$ cat config.mk
export PLATFORM = sky130hd
export DESIGN_NAME = pll_dyn_phase_ctrl
export DESIGN_NICKNAME = d
export VERILOG_FILES = /design/src/rtl/pll_phase_pkg.sv /design/src/rtl/pll_step_pulser.sv /design/src/rtl/pll_dyn_phase_ctrl.sv
export SDC_FILE = /design/constraint.sdc
export NUM_CORES = 1
export LEC_CHECK = 0
export BUFFER_PORTS_ARGS = -buffer_cell sky130_fd_sc_hd__buf_2
export CAP_MARGIN = 10
export CORE_MARGIN = 2
export CORE_UTILIZATION = 50
export DETAILED_ROUTE_END_ITERATION = 8
export PLACE_DENSITY = 0.75
export SETUP_SLACK_MARGIN = 0.4
export SYNTH_ARGS = -nofsm -noshare
export SYNTH_HDL_FRONTEND = slang
export SYNTH_HIERARCHICAL = 1
export SYNTH_SLANG_ARGS = --single-unit
$ cat constraint.sdc
create_clock -name clk -period 15.6 [get_ports clk]
set_input_delay 1.56 -clock clk [delete_from_list [all_inputs] [get_ports clk]]
set_output_delay 1.56 -clock clk [all_outputs]
set_load 0.02 [all_outputs]
$ cat src/rtl/pll_phase_pkg.sv
// Shared types and helpers for the PLL dynamic-phase controller.
package pll_phase_pkg;

    // Phase width the shared arithmetic is sized for; the top-level default matches it.
    localparam int PHASE_W_DEF = 7;

    localparam logic DIR_INC = 1'b1;
    localparam logic DIR_DEC = 1'b0;

    typedef enum logic [2:0] {
        ST_IDLE,
        ST_CALC,
        ST_SETUP,
        ST_STEP,
        ST_LOAD,
        ST_WAIT_LOCK,
        ST_DONE
    } ctrl_state_t;

    typedef enum logic [1:0] {
        PS_IDLE,
        PS_STEP_LO,
        PS_STEP_HI
    } pulse_state_t;

    // One extra bit so tgt + max never overflows.
    typedef logic [PHASE_W_DEF:0] dphase_t;

    typedef struct packed {
        logic    dir;
        dphase_t count;
    } delta_t;

    // Shortest way round the phase circle; a tie goes forward.
    function automatic delta_t wrap_delta(input dphase_t cur, input dphase_t tgt, input dphase_t max);
        dphase_t fwd;
        dphase_t rev;
        delta_t  d;
        fwd = (tgt >= cur) ? (tgt - cur) : (tgt + max - cur);
        rev = max - fwd;
        if (fwd <= rev) begin
            d.dir   = DIR_INC;
            d.count = fwd;
        end else begin
            d.dir   = DIR_DEC;
            d.count = rev;
        end
        return d;
    endfunction

endpackage

$ cat src/rtl/pll_step_pulser.sv
// Generates the active-low PHASE_STEP_N pulse train for a given number of steps.
module pll_step_pulser #(
    parameter int CNT_W    = 7,
    parameter int STEP_LOW = 2,
    parameter int STEP_GAP = 4
) (
    input  logic             clk,
    input  logic             rst_n,
    input  logic             start,
    input  logic [CNT_W-1:0] count,
    output logic             step_n,
    output logic             step,
    output logic             last_step
);
    import pll_phase_pkg::*;

    localparam int TW = $clog2(((STEP_LOW > STEP_GAP) ? STEP_LOW : STEP_GAP) + 1);

    pulse_state_t     ps;
    pulse_state_t     ps_nxt;
    logic [TW-1:0]    tmr;
    logic [CNT_W-1:0] remain;
    logic             tmr_zero;

    assign tmr_zero = (tmr == '0);

    // Pulse-phase register.
    always_ff @(posedge clk) begin
        if (!rst_n) ps <= PS_IDLE;
        else        ps <= ps_nxt;
    end

    // Low/high alternation; the last high period returns to idle.
    always_comb begin
        ps_nxt = ps;
        case (ps)
            PS_IDLE:    if (start && (count != '0)) ps_nxt = PS_STEP_LO;
            PS_STEP_LO: if (tmr_zero) ps_nxt = PS_STEP_HI;
            PS_STEP_HI: if (tmr_zero) ps_nxt = (remain == '0) ? PS_IDLE : PS_STEP_LO;
            default:    ps_nxt = PS_IDLE;
        endcase
    end

    // Down-counting phase timer and remaining-step counter.
    always_ff @(posedge clk) begin
        if (!rst_n) begin
            tmr    <= '0;
            remain <= '0;
        end else begin
            if ((ps_nxt == PS_STEP_LO) && (ps != PS_STEP_LO))
                tmr <= TW'(STEP_LOW - 1);
            else if ((ps_nxt == PS_STEP_HI) && (ps != PS_STEP_HI))
                tmr <= TW'(STEP_GAP - 1);
            else if (!tmr_zero)
                tmr <= tmr - TW'(1);

            if ((ps == PS_IDLE) && start)
                remain <= count;
            else if (step)
                remain <= remain - CNT_W'(1);
        end
    end

    // A step is counted as it leaves the low phase.
    always_comb begin
        step_n    = (ps != PS_STEP_LO);
        step      = (ps == PS_STEP_LO) && tmr_zero;
        last_step = (ps == PS_STEP_HI) && tmr_zero && (remain == '0);
    end

endmodule

$ cat src/rtl/pll_dyn_phase_ctrl.sv
// Run-time phase controller for the PLL dynamic-phase interface.
//
// state      | meaning
// -----------+---------------------------------------------------------
// IDLE       | ready for a request
// CALC       | shortest direction and step count from tracked phase
// SETUP      | phase_sel / phase_dir settle one cycle before stepping
// STEP       | step pulser running; tracked phase moves per step
// LOAD       | one-cycle load_phase commit
// WAIT_LOCK  | wait for pll_lock, bounded by LOCK_TIMEOUT
// DONE       | one-cycle done (err on reject or lock timeout)
module pll_dyn_phase_ctrl #(
    parameter int NUM_CH       = 2,
    parameter int PHASE_W      = 7,
    parameter int MAX_PHASE    = 40,
    parameter int STEP_LOW     = 2,
    parameter int STEP_GAP     = 4,
    parameter int LOCK_TIMEOUT = 1024
) (
    input  logic                      clk,
    input  logic                      rst_n,
    input  logic                      req_valid,
    output logic                      req_ready,
    input  logic [2:0]                req_ch,
    input  logic [PHASE_W-1:0]        req_phase,
    output logic                      done,
    output logic                      err,
    output logic                      busy,
    output logic [NUM_CH*PHASE_W-1:0] cur_phase,
    input  logic                      pll_lock,
    output logic [2:0]                phase_sel,
    output logic                      phase_dir,
    output logic                      phase_step_n,
    output logic                      load_phase
);
    import pll_phase_pkg::*;

    localparam int                 LT_W   = $clog2(LOCK_TIMEOUT) + 1;
    localparam int                 LAST_I = MAX_PHASE - 1;
    localparam logic [PHASE_W:0]   MAX_P  = MAX_PHASE[PHASE_W:0];
    localparam logic [PHASE_W-1:0] LAST_P = LAST_I[PHASE_W-1:0];
    localparam logic [3:0]         NCH_P  = NUM_CH[3:0];

    ctrl_state_t        state;
    ctrl_state_t        state_nxt;
    logic [2:0]         ch_q;
    logic [PHASE_W-1:0] tgt_q;
    logic               dir_q;
    logic [PHASE_W-1:0] cnt_q;
    logic               err_q;
    logic [LT_W-1:0]    lt_cnt;
    logic [PHASE_W-1:0] cur_q [NUM_CH];
    logic [PHASE_W-1:0] cur_sel;
    delta_t             delta;
    logic               accept;
    logic               req_ok;
    logic               step;
    logic               last_step;
    logic               step_n;

    pll_step_pulser #(
        .CNT_W    (PHASE_W),
        .STEP_LOW (STEP_LOW),
        .STEP_GAP (STEP_GAP)
    ) u_pulser (
        .clk       (clk),
        .rst_n     (rst_n),
        .start     (state == ST_SETUP),
        .count     (cnt_q),
        .step_n    (step_n),
        .step      (step),
        .last_step (last_step)
    );

    // Request acceptance, validation and the shortest-path delta for the selected channel.
    always_comb begin
        accept  = req_valid && (state == ST_IDLE);
        req_ok  = ({1'b0, req_ch} < NCH_P) && ({1'b0, req_phase} < MAX_P);
        cur_sel = '0;
        for (int i = 0; i < NUM_CH; i++)
            if (ch_q == 3'(i)) cur_sel = cur_q[i];
        delta = wrap_delta(dphase_t'({1'b0, cur_sel}), dphase_t'({1'b0, tgt_q}), dphase_t'(MAX_P));
    end

    // State register.
    always_ff @(posedge clk) begin
        if (!rst_n) state <= ST_IDLE;
        else        state <= state_nxt;
    end

    // Sequencing from request to commit and lock.
    always_comb begin
        state_nxt = state;
        case (state)
            ST_IDLE:      if (accept) state_nxt = req_ok ? ST_CALC : ST_DONE;
            ST_CALC:      state_nxt = (delta.count == '0) ? ST_DONE : ST_SETUP;
            ST_SETUP:     state_nxt = ST_STEP;
            ST_STEP:      if (last_step) state_nxt = ST_LOAD;
            ST_LOAD:      state_nxt = ST_WAIT_LOCK;
            ST_WAIT_LOCK: if (pll_lock || (lt_cnt == '0)) state_nxt = ST_DONE;
            ST_DONE:      state_nxt = ST_IDLE;
            default:      state_nxt = ST_IDLE;
        endcase
    end

    // Captured request, computed move, lock timer and per-channel phase tracking.
    always_ff @(posedge clk) begin
        if (!rst_n) begin
            ch_q   <= '0;
            tgt_q  <= '0;
            dir_q  <= DIR_DEC;
            cnt_q  <= '0;
            err_q  <= 1'b0;
            lt_cnt <= '0;
            for (int i = 0; i < NUM_CH; i++) cur_q[i] <= '0;
        end else begin
            if (accept) begin
                err_q <= !req_ok;
                if (req_ok) begin
                    ch_q  <= req_ch;
                    tgt_q <= req_phase;
                end
            end

            if (state == ST_CALC) begin
                dir_q <= delta.dir;
                cnt_q <= delta.count[PHASE_W-1:0];
            end

            if (state == ST_LOAD) begin
                lt_cnt <= LT_W'(LOCK_TIMEOUT - 1);
            end else if (state == ST_WAIT_LOCK) begin
                if (pll_lock)
                    err_q <= 1'b0;
                else if (lt_cnt == '0)
                    err_q <= 1'b1;
                else
                    lt_cnt <= lt_cnt - LT_W'(1);
            end

            if (step) begin
                for (int i = 0; i < NUM_CH; i++) begin
                    if (ch_q == 3'(i)) begin
                        if (dir_q == DIR_INC)
                            cur_q[i] <= (cur_q[i] == LAST_P) ? '0 : cur_q[i] + PHASE_W'(1);
                        else
                            cur_q[i] <= (cur_q[i] == '0) ? LAST_P : cur_q[i] - PHASE_W'(1);
                    end
                end
            end
        end
    end

    // Outputs decoded from state; phase_sel/phase_dir hold the captured move.
    always_comb begin
        req_ready    = (state == ST_IDLE);
        busy         = (state != ST_IDLE);
        done         = (state == ST_DONE);
        err          = (state == ST_DONE) && err_q;
        load_phase   = (state == ST_LOAD);
        phase_sel    = ch_q;
        phase_dir    = dir_q;
        phase_step_n = step_n;
        for (int i = 0; i < NUM_CH; i++)
            cur_phase[i*PHASE_W +: PHASE_W] = cur_q[i];
    end

endmodule
==> impl_metrics.env, run 1 <==
export IMPL_run_status="finished clean"
export IMPL_pre_cts_ws_ns=9.841
export IMPL_gr_total_overflow=0
export IMPL_powerDensity_nw_per_um2=124.1
export IMPL_setup_viol=0
export IMPL_p_leak_nw=2.135
export IMPL_seq_power_share=0.313
export IMPL_die_y_um=102.2
export IMPL_cpPeakStageDelay_ns=0.76
export IMPL_p_int_mw=0.3834
export IMPL_crit_path_cell_trace="mux2_2, and2_1, ha_1, o311ai_0, or4_4, a31oi_4, mux2i_1, ha_1, inv_1, o21a_1, nor2_1, nor2_1, ha_1, nand2b_1, a22oi_1, o211ai_2, a21oi_2, nand3_1, a311oi_1"
export IMPL_pwr_share_clk=0.223
export IMPL_dp_final_hpwl_mm=8.599
export IMPL_yosysMostFrequentCell="nor2_1"
export IMPL_firstDrtPassIters=5
export IMPL_ys_ff_latch=59
export IMPL_fin_crit_sh=0.3772
export IMPL_holdCritPathClass="reg -> reg"
export IMPL_vdd_drop_max_uv=58.99
export IMPL_fmax_mhz=169.9
export IMPL_cp_required_ns=15.83
export IMPL_clockBufferDepth=2
export IMPL_slowest_stage="dfxtp_1"
export IMPL_syn_avg_cell_area_sq_um=8.281
export IMPL_hold_violations=0
export IMPL_synth_cell_types=93
export IMPL_grt_util_all_layers=0.2299
export IMPL_path_clk_slew_ns=0.07
export IMPL_area_delta_synth_final_pct=9.372
export IMPL_clock_insertion_delay_worst_skew_ns=0.34
export IMPL_wl_per_cell_um=15.63
export IMPL_vias=4404
export IMPL_worstMarginPinSlew_ns=1.093
export IMPL_ant_nets=0
export IMPL_cts_root_buf="clkbuf_8"
export IMPL_finalCriticalPeriod_ns=5.884
export IMPL_numCtsBuffers=9
export IMPL_synth_top_area_share=0.1869
export IMPL_ys_flop_type="dfxtp_1"
export IMPL_grt_pass1_vias=4051
export IMPL_dieArea_sq_um=10440
export IMPL_finClkSkew_ns=0.01060
export IMPL_synth_common_cells="nor2_1 (62), nand2_1 (48), dfxtp_1 (45)"
export IMPL_gp_congestion=0.9918
export IMPL_drive_gt1_frac=0.1550
export IMPL_grt_max_degree=28
export IMPL_rows=35
export IMPL_crit_family="compound AO/OA/AOI/OAI gates"
export IMPL_drv_cap=0
export IMPL_drc_errors=0
export IMPL_synth_area_leaders="dfxtp_1 (19%), edfxtp_1 (8.7%), ha_1 (7.3%)"
export IMPL_pin_count=38
export IMPL_core_area_sq_um=9284
export IMPL_ys_async_sr_fraction=0
export IMPL_finalMaxSlewViolations=0
export IMPL_ys_warn_count=6
export IMPL_initial_core_util=0.5191
export IMPL_setup_slack_ns=9.716
export IMPL_htreeDepth=3
export IMPL_power_net_switching_mw=0.2707
export IMPL_synth_seq_area_share=0.2741
export IMPL_start_kind="flip-flop"
export IMPL_cts_sinks=59
export IMPL_pwr_share_comb=0.464
export IMPL_syn_num_nets=626
export IMPL_worst_setup_path_end_kind="flip-flop"
export IMPL_port_buffers=37
export IMPL_tns_ns=0
export IMPL_crit_arrival_ns=6.11
export IMPL_antenna_cells=0
export IMPL_rsz0062_at_grt="no"
export IMPL_antenna_found_initial=0
export IMPL_crit_top_cell="ha_1"
export IMPL_cts_setup_buffers=0
export IMPL_crit_type="reg -> reg"
export IMPL_cts_repair_resize_count=0
export IMPL_netlist_area_sq_um=4820
export IMPL_cts_tree="built"
export IMPL_critPathMaxFanout=17
export IMPL_drtIter0Drc=240
export IMPL_slew_headroom=0.2636
export IMPL_drt_vias_per_instance=5.935
export IMPL_r2r_slack_ns=9.72
export IMPL_hold_buffers=0
export IMPL_wirelength_mm=11.60
export IMPL_synthCells=582
export IMPL_synth_top_cell_by_area="dfxtp_1"
export IMPL_chipWidth_um=102.2
export IMPL_path_buf_inv=1
export IMPL_layout_nets=652
export IMPL_switching_share=0.4138
export IMPL_synth_edff_count=14
export IMPL_grt_pass1_wl_mm=19.21
[power by group through the flow]
stage                     Clock, mW  Combinational [mW]  Sequential (mW)
after floorplan                   0               0.241            0.201
after global placement            0               0.293            0.207
after detailed placement          0               0.298            0.208
after CTS                     0.149               0.300            0.204
after global routing          0.155               0.335            0.208
final                         0.146               0.304            0.205
[per-stage QoR]
stage / total power [mW] / instances / util / instance area, sq um / hold WS [ns]
after floorplan: 0.4415 / 582 / - / 4820 / 0.4203
after global placement: 0.4996 / 726 / 0.5458 / 5067 / 0.4335
after detailed placement: 0.5055 / 726 / 0.5458 / 5067 / 0.4507
after CTS: 0.6535 / 742 / 0.5678 / 5271 / 0.4671
after global routing: 0.6990 / 742 / 0.5678 / 5271 / 0.5063
final: 0.6541 / 742 / 0.5678 / 5271 / 0.4620
[tightest hold or removal path: stages, from the launching register on]
cell and delay, ns:
dfxtp_1 0.31, nand3_1 0.07, a21oi_1 0.04
[logic make-up (layout without fill, tap and decap cells)]
family / count (synthesis) / count (layout) / share of synthesized area
AOI/OAI and AO/OA: 153 / 153 / 0.2313
xor gates and xnor gates: 27 / 27 / 0.05348
adders and majority gates: 30 / 30 / 0.08100
buffers and inverters: 62 / 93 / 0.05296
DFF: 59 / 59 / 0.2741
muxes: 23 / 23 / 0.05529
and+or+nand+nor: 228 / 228 / 0.2518
[state kept, by name, indices dropped and copies added, names as in the netlist]
register and cells:
cur_q 14, lt_cnt 11, cnt_q 7, tgt_q 7, u_pulser/remain 7, phase_sel 3
state 3, u_pulser/tmr 3, u_pulser/ps 2, err_q 1, phase_dir 1
[final cells by class]
class                      instances  area, sq um
clock buffer                      12        155.1
clock inverter                     4        48.80
fill                             884         4013
inverter                          39        148.9
multi-input combinational        461         3243
sequential                        59         1321
tap                              129        161.4
timing repair buffer              38        192.7
[cells in the final DEF (no fill, tap or decap), drive strengths merged, types with 5 or more instances in the layout]
cell	count
mux2i	16
ha	28
edfxtp	14
and3	8
nor2	63
a22oi	6
a311oi	5
mux2	7
o21ai	24
nand3	21
a211oi	8
or3	7
nor3	24
xnor2	16
inv	39
a21oi	41
xor2	10
nand2b	12
a221oi	5
nor4	8
o211ai	7
clkbuf	12
nor2b	9
nand2	48
a31oi	11
a21boi	8
buf	38
a21o	7
dfxtp	45
[worst paths after layout]
check	from	end	cells after the start
setup / recovery	phase_sel[0]	cnt_q[3]	19
setup reg to reg	phase_sel[0]	cnt_q[3]	19
hold / removal	lt_cnt[10]	lt_cnt[10]	2
hold reg to reg	lt_cnt[10]	lt_cnt[10]	2
[routing by layer]
layer | track usage | vias to the layer above | part of all wire
met5 | 0 | - | 0
met1 | 0.3022 | 2072 | 0.46
met4 | 0.07692 | 0 | 0.018
met3 | 0.04583 | 19 | 0.056
met2 | 0.3790 | 128 | 0.47
li1 | - | 2185 | -
No activity file was read; power rests on OpenSTA's default activity.
==> inputs of run 2 (changes only) <==
- ABC_AREA: not set -> 1
- PLACE_DENSITY: 0.75 -> 0.76
- clock period: 15.6 -> 5.7 ns (I/O delays scaled with it)
==> run 2 against run 1 <==
Global-route usage decreased by 0.17 points; flip-flop and latch count unchanged; clock skew rose by 0.00084 ns; cell count grew 13%; worst hold slack worse by 0.012 ns; first-iteration DRC count rose by 1.7%; core utilization decreased by 0.21 points; sequential share of layout area up 0.58 points; largest cell class unchanged.
==> impl_metrics.env, run 2 <==
export IMPL_numCtsBuffers=9
export IMPL_vdd_drop_max_uv=215.3
export IMPL_yosysMostFrequentCell="nand2_1"
export IMPL_pin_count=38
export IMPL_largest_reg_flops=14
export IMPL_synth_top_area_share=0.1940
export IMPL_grt_pass1_vias=4261
export IMPL_cts_sinks=59
export IMPL_ant_nets=0
export IMPL_tns_ns=0
export IMPL_dp_final_hpwl_mm=8.421
export IMPL_hold_end="tgt_q[6]"
export IMPL_path_clk_slew_ns=0.07
export IMPL_synth_top_cell_by_area="dfxtp_1"
export IMPL_slowest_stage="dfxtp_1"
export IMPL_port_buffers=37
export IMPL_netlist_area_sq_um=4643
export IMPL_crit_family="simple AND/OR/NAND/NOR gates"
export IMPL_dieArea_sq_um=10070
export IMPL_timing_rr_start="phase_sel[0]"
export IMPL_synth_edff_count=14
export IMPL_fin_cells=841
export IMPL_synthCells=683
export IMPL_cts_setup_buffers=0
export IMPL_wl_per_cell_um=13.15
export IMPL_top_register="cur_q"
export IMPL_die_y_um=100.4
export IMPL_rows=35
export IMPL_drtIter0Drc=244
export IMPL_crit_arrival_ns=4.70
export IMPL_drive_gt1_frac=0.1521
export IMPL_chipWidth_um=100.4
export IMPL_layout_nets=769
export IMPL_final_common_cell="nand2_1"
export IMPL_area_delta_synth_final_pct=10.97
export IMPL_grt_max_degree=23
export IMPL_htreeDepth=3
export IMPL_run_status="finished clean"
export IMPL_finalCriticalPeriod_ns=4.501
export IMPL_min_from="tgt_q[6]"
export IMPL_start_kind="flip-flop"
export IMPL_crit_type="reg -> reg"
export IMPL_slew_headroom=0.2810
export IMPL_critPathMaxFanout=9
export IMPL_gp_congestion=0.9602
export IMPL_placed_area_sq_um=4938
export IMPL_gr_total_overflow=0
export IMPL_finClkSkew_ns=0.01145
export IMPL_ys_async_sr_fraction=0
export IMPL_drc_errors=0
export IMPL_drv_cap=0
export IMPL_seq_power_share=0.264
export IMPL_powerDensity_nw_per_um2=446.8
export IMPL_holdCritPathClass="reg -> reg"
export IMPL_core_area_sq_um=9109
export IMPL_antenna_cells=0
export IMPL_hold_depth=2
export IMPL_dp_cells=825
export IMPL_synth_common_cells="nand2_1 (122), inv_1 (121), nor2_1 (80)"
export IMPL_syn_avg_cell_area_sq_um=6.798
export IMPL_pwr_share_comb=0.561
export IMPL_setup_slack_ns=1.199
export IMPL_rsz0062_at_grt="no"
export IMPL_switching_share=0.4864
export IMPL_firstDrtPassIters=5
export IMPL_ys_warn_count=6
export IMPL_p_leak_nw=2.566
export IMPL_clockBufferDepth=2
export IMPL_r2r_slack_ns=1.20
export IMPL_drt_vias_per_instance=5.382
export IMPL_reg_largest_list="cur_q (14), lt_cnt (11)"
export IMPL_pwr_share_clk=0.175
export IMPL_antenna_found_initial=0
export IMPL_ys_ff_latch=59
export IMPL_cts_root_buf="clkbuf_8"
export IMPL_worstReg2RegEnd="state[2]"
export IMPL_synth_seq_area_share=0.2846
export IMPL_vias=4526
export IMPL_cts_tree="built"
export IMPL_p_int_mw=1.183
export IMPL_syn_num_nets=727
export IMPL_cp_required_ns=5.90
export IMPL_hold_buffers=0
export IMPL_synth_cell_types=45
export IMPL_finalMaxSlewViolations=0
export IMPL_path_buf_inv=4
export IMPL_r2r_cells=27
export IMPL_pre_cts_ws_ns=1.283
export IMPL_hold_violations=0
export IMPL_power_net_switching_mw=1.120
export IMPL_worst_setup_path_end_kind="flip-flop"
export IMPL_fin_crit_sh=0.7896
export IMPL_fmax_mhz=222.2
export IMPL_wirelength_mm=11.06
export IMPL_critPathLaunch="phase_sel[0]"
export IMPL_worstMarginPinSlew_ns=1.067
export IMPL_holdWs_ns=0.4495
export IMPL_initial_core_util=0.5098
export IMPL_final_cell_mix="nand2_1 (122), inv_1 (121), nor2_1 (80)"
export IMPL_synth_area_leaders="dfxtp_1 (19%), nand2_1 (9.9%), inv_1 (9.8%)"
export IMPL_grt_pass1_wl_mm=18.74
export IMPL_cts_repair_resize_count=0
export IMPL_setup_viol=0
export IMPL_cpPeakStageDelay_ns=0.49
export IMPL_grt_util_all_layers=0.2282
export IMPL_ys_flop_type="dfxtp_1"
export IMPL_fin_area_sq_um=5152
export IMPL_clock_insertion_delay_worst_skew_ns=0.34
## run 2: cell type report
cell class / instances / area [sq um]
fillers: 851 / 3956
multi-input cells: 489 / 2800
flip-flops and latches: 59 / 1321
inverters: 128 / 485.5
repair buffers: 38 / 192.7
clock buffers: 11 / 173.9
well taps: 111 / 138.9
clock inverters: 5 / 40.04
## run 2: worst register-to-register path: cells and delay by family, from the launching register on
kind | cells | cell delay, ns
and+or+nand+nor | 15 | 2.02
adders and majority gates | 4 | 0.93
AOI/OAI and AO/OA | 4 | 0.57
DFF | 1 | 0.49
buffers and inverters | 4 | 0.38
## run 2: power by group through the flow
stage / registers, mW / clock network (mW) / logic, mW
after floorplan: 0.608 / 0 / 1.01
after global placement: 0.611 / 0 / 1.24
after detailed placement: 0.614 / 0 / 1.27
after CTS: 0.605 / 0.414 / 1.28
after global routing: 0.619 / 0.433 / 1.48
final: 0.607 / 0.404 / 1.29
## run 2: kinds of logic after synthesis
family | after synthesis | share of synthesized area
buffers and inverters | 135 | 0.1124
AOI/OAI and AO/OA | 112 | 0.1377
adders and majority gates | 30 | 0.08408
xor gates and xnor gates | 17 | 0.03207
and+or+nand+nor | 330 | 0.3492
DFF | 59 | 0.2846
## run 2: how the worst max path moves through the flow
stage | endpoint | cells past startpoint
after floorplan | state[2] | 29
after global placement | state[2] | 29
after detailed placement | state[2] | 28
after CTS | state[2] | 28
after global routing | state[2] | 28
final | state[2] | 27
## run 2: metal layers
layer	vias up	global-route usage	routed length, um	share of wire
met3	20	0.05292	718	0.065
met4	0	0.07587	197	0.018
li1	2301	-	-	-
met5	-	0	0	0
met2	143	0.3867	5158	0.47
met1	2062	0.2858	4986	0.45
## run 2: per-stage QoR
stage,total power [mW],utilization
3_3_place_gp,1.852,0.5422
4_1_cts,2.302,0.5657
5_1_grt,2.527,0.5657
3_5_place_dp,1.880,0.5422
2_1_floorplan,1.621,-
6_report,2.302,0.5657
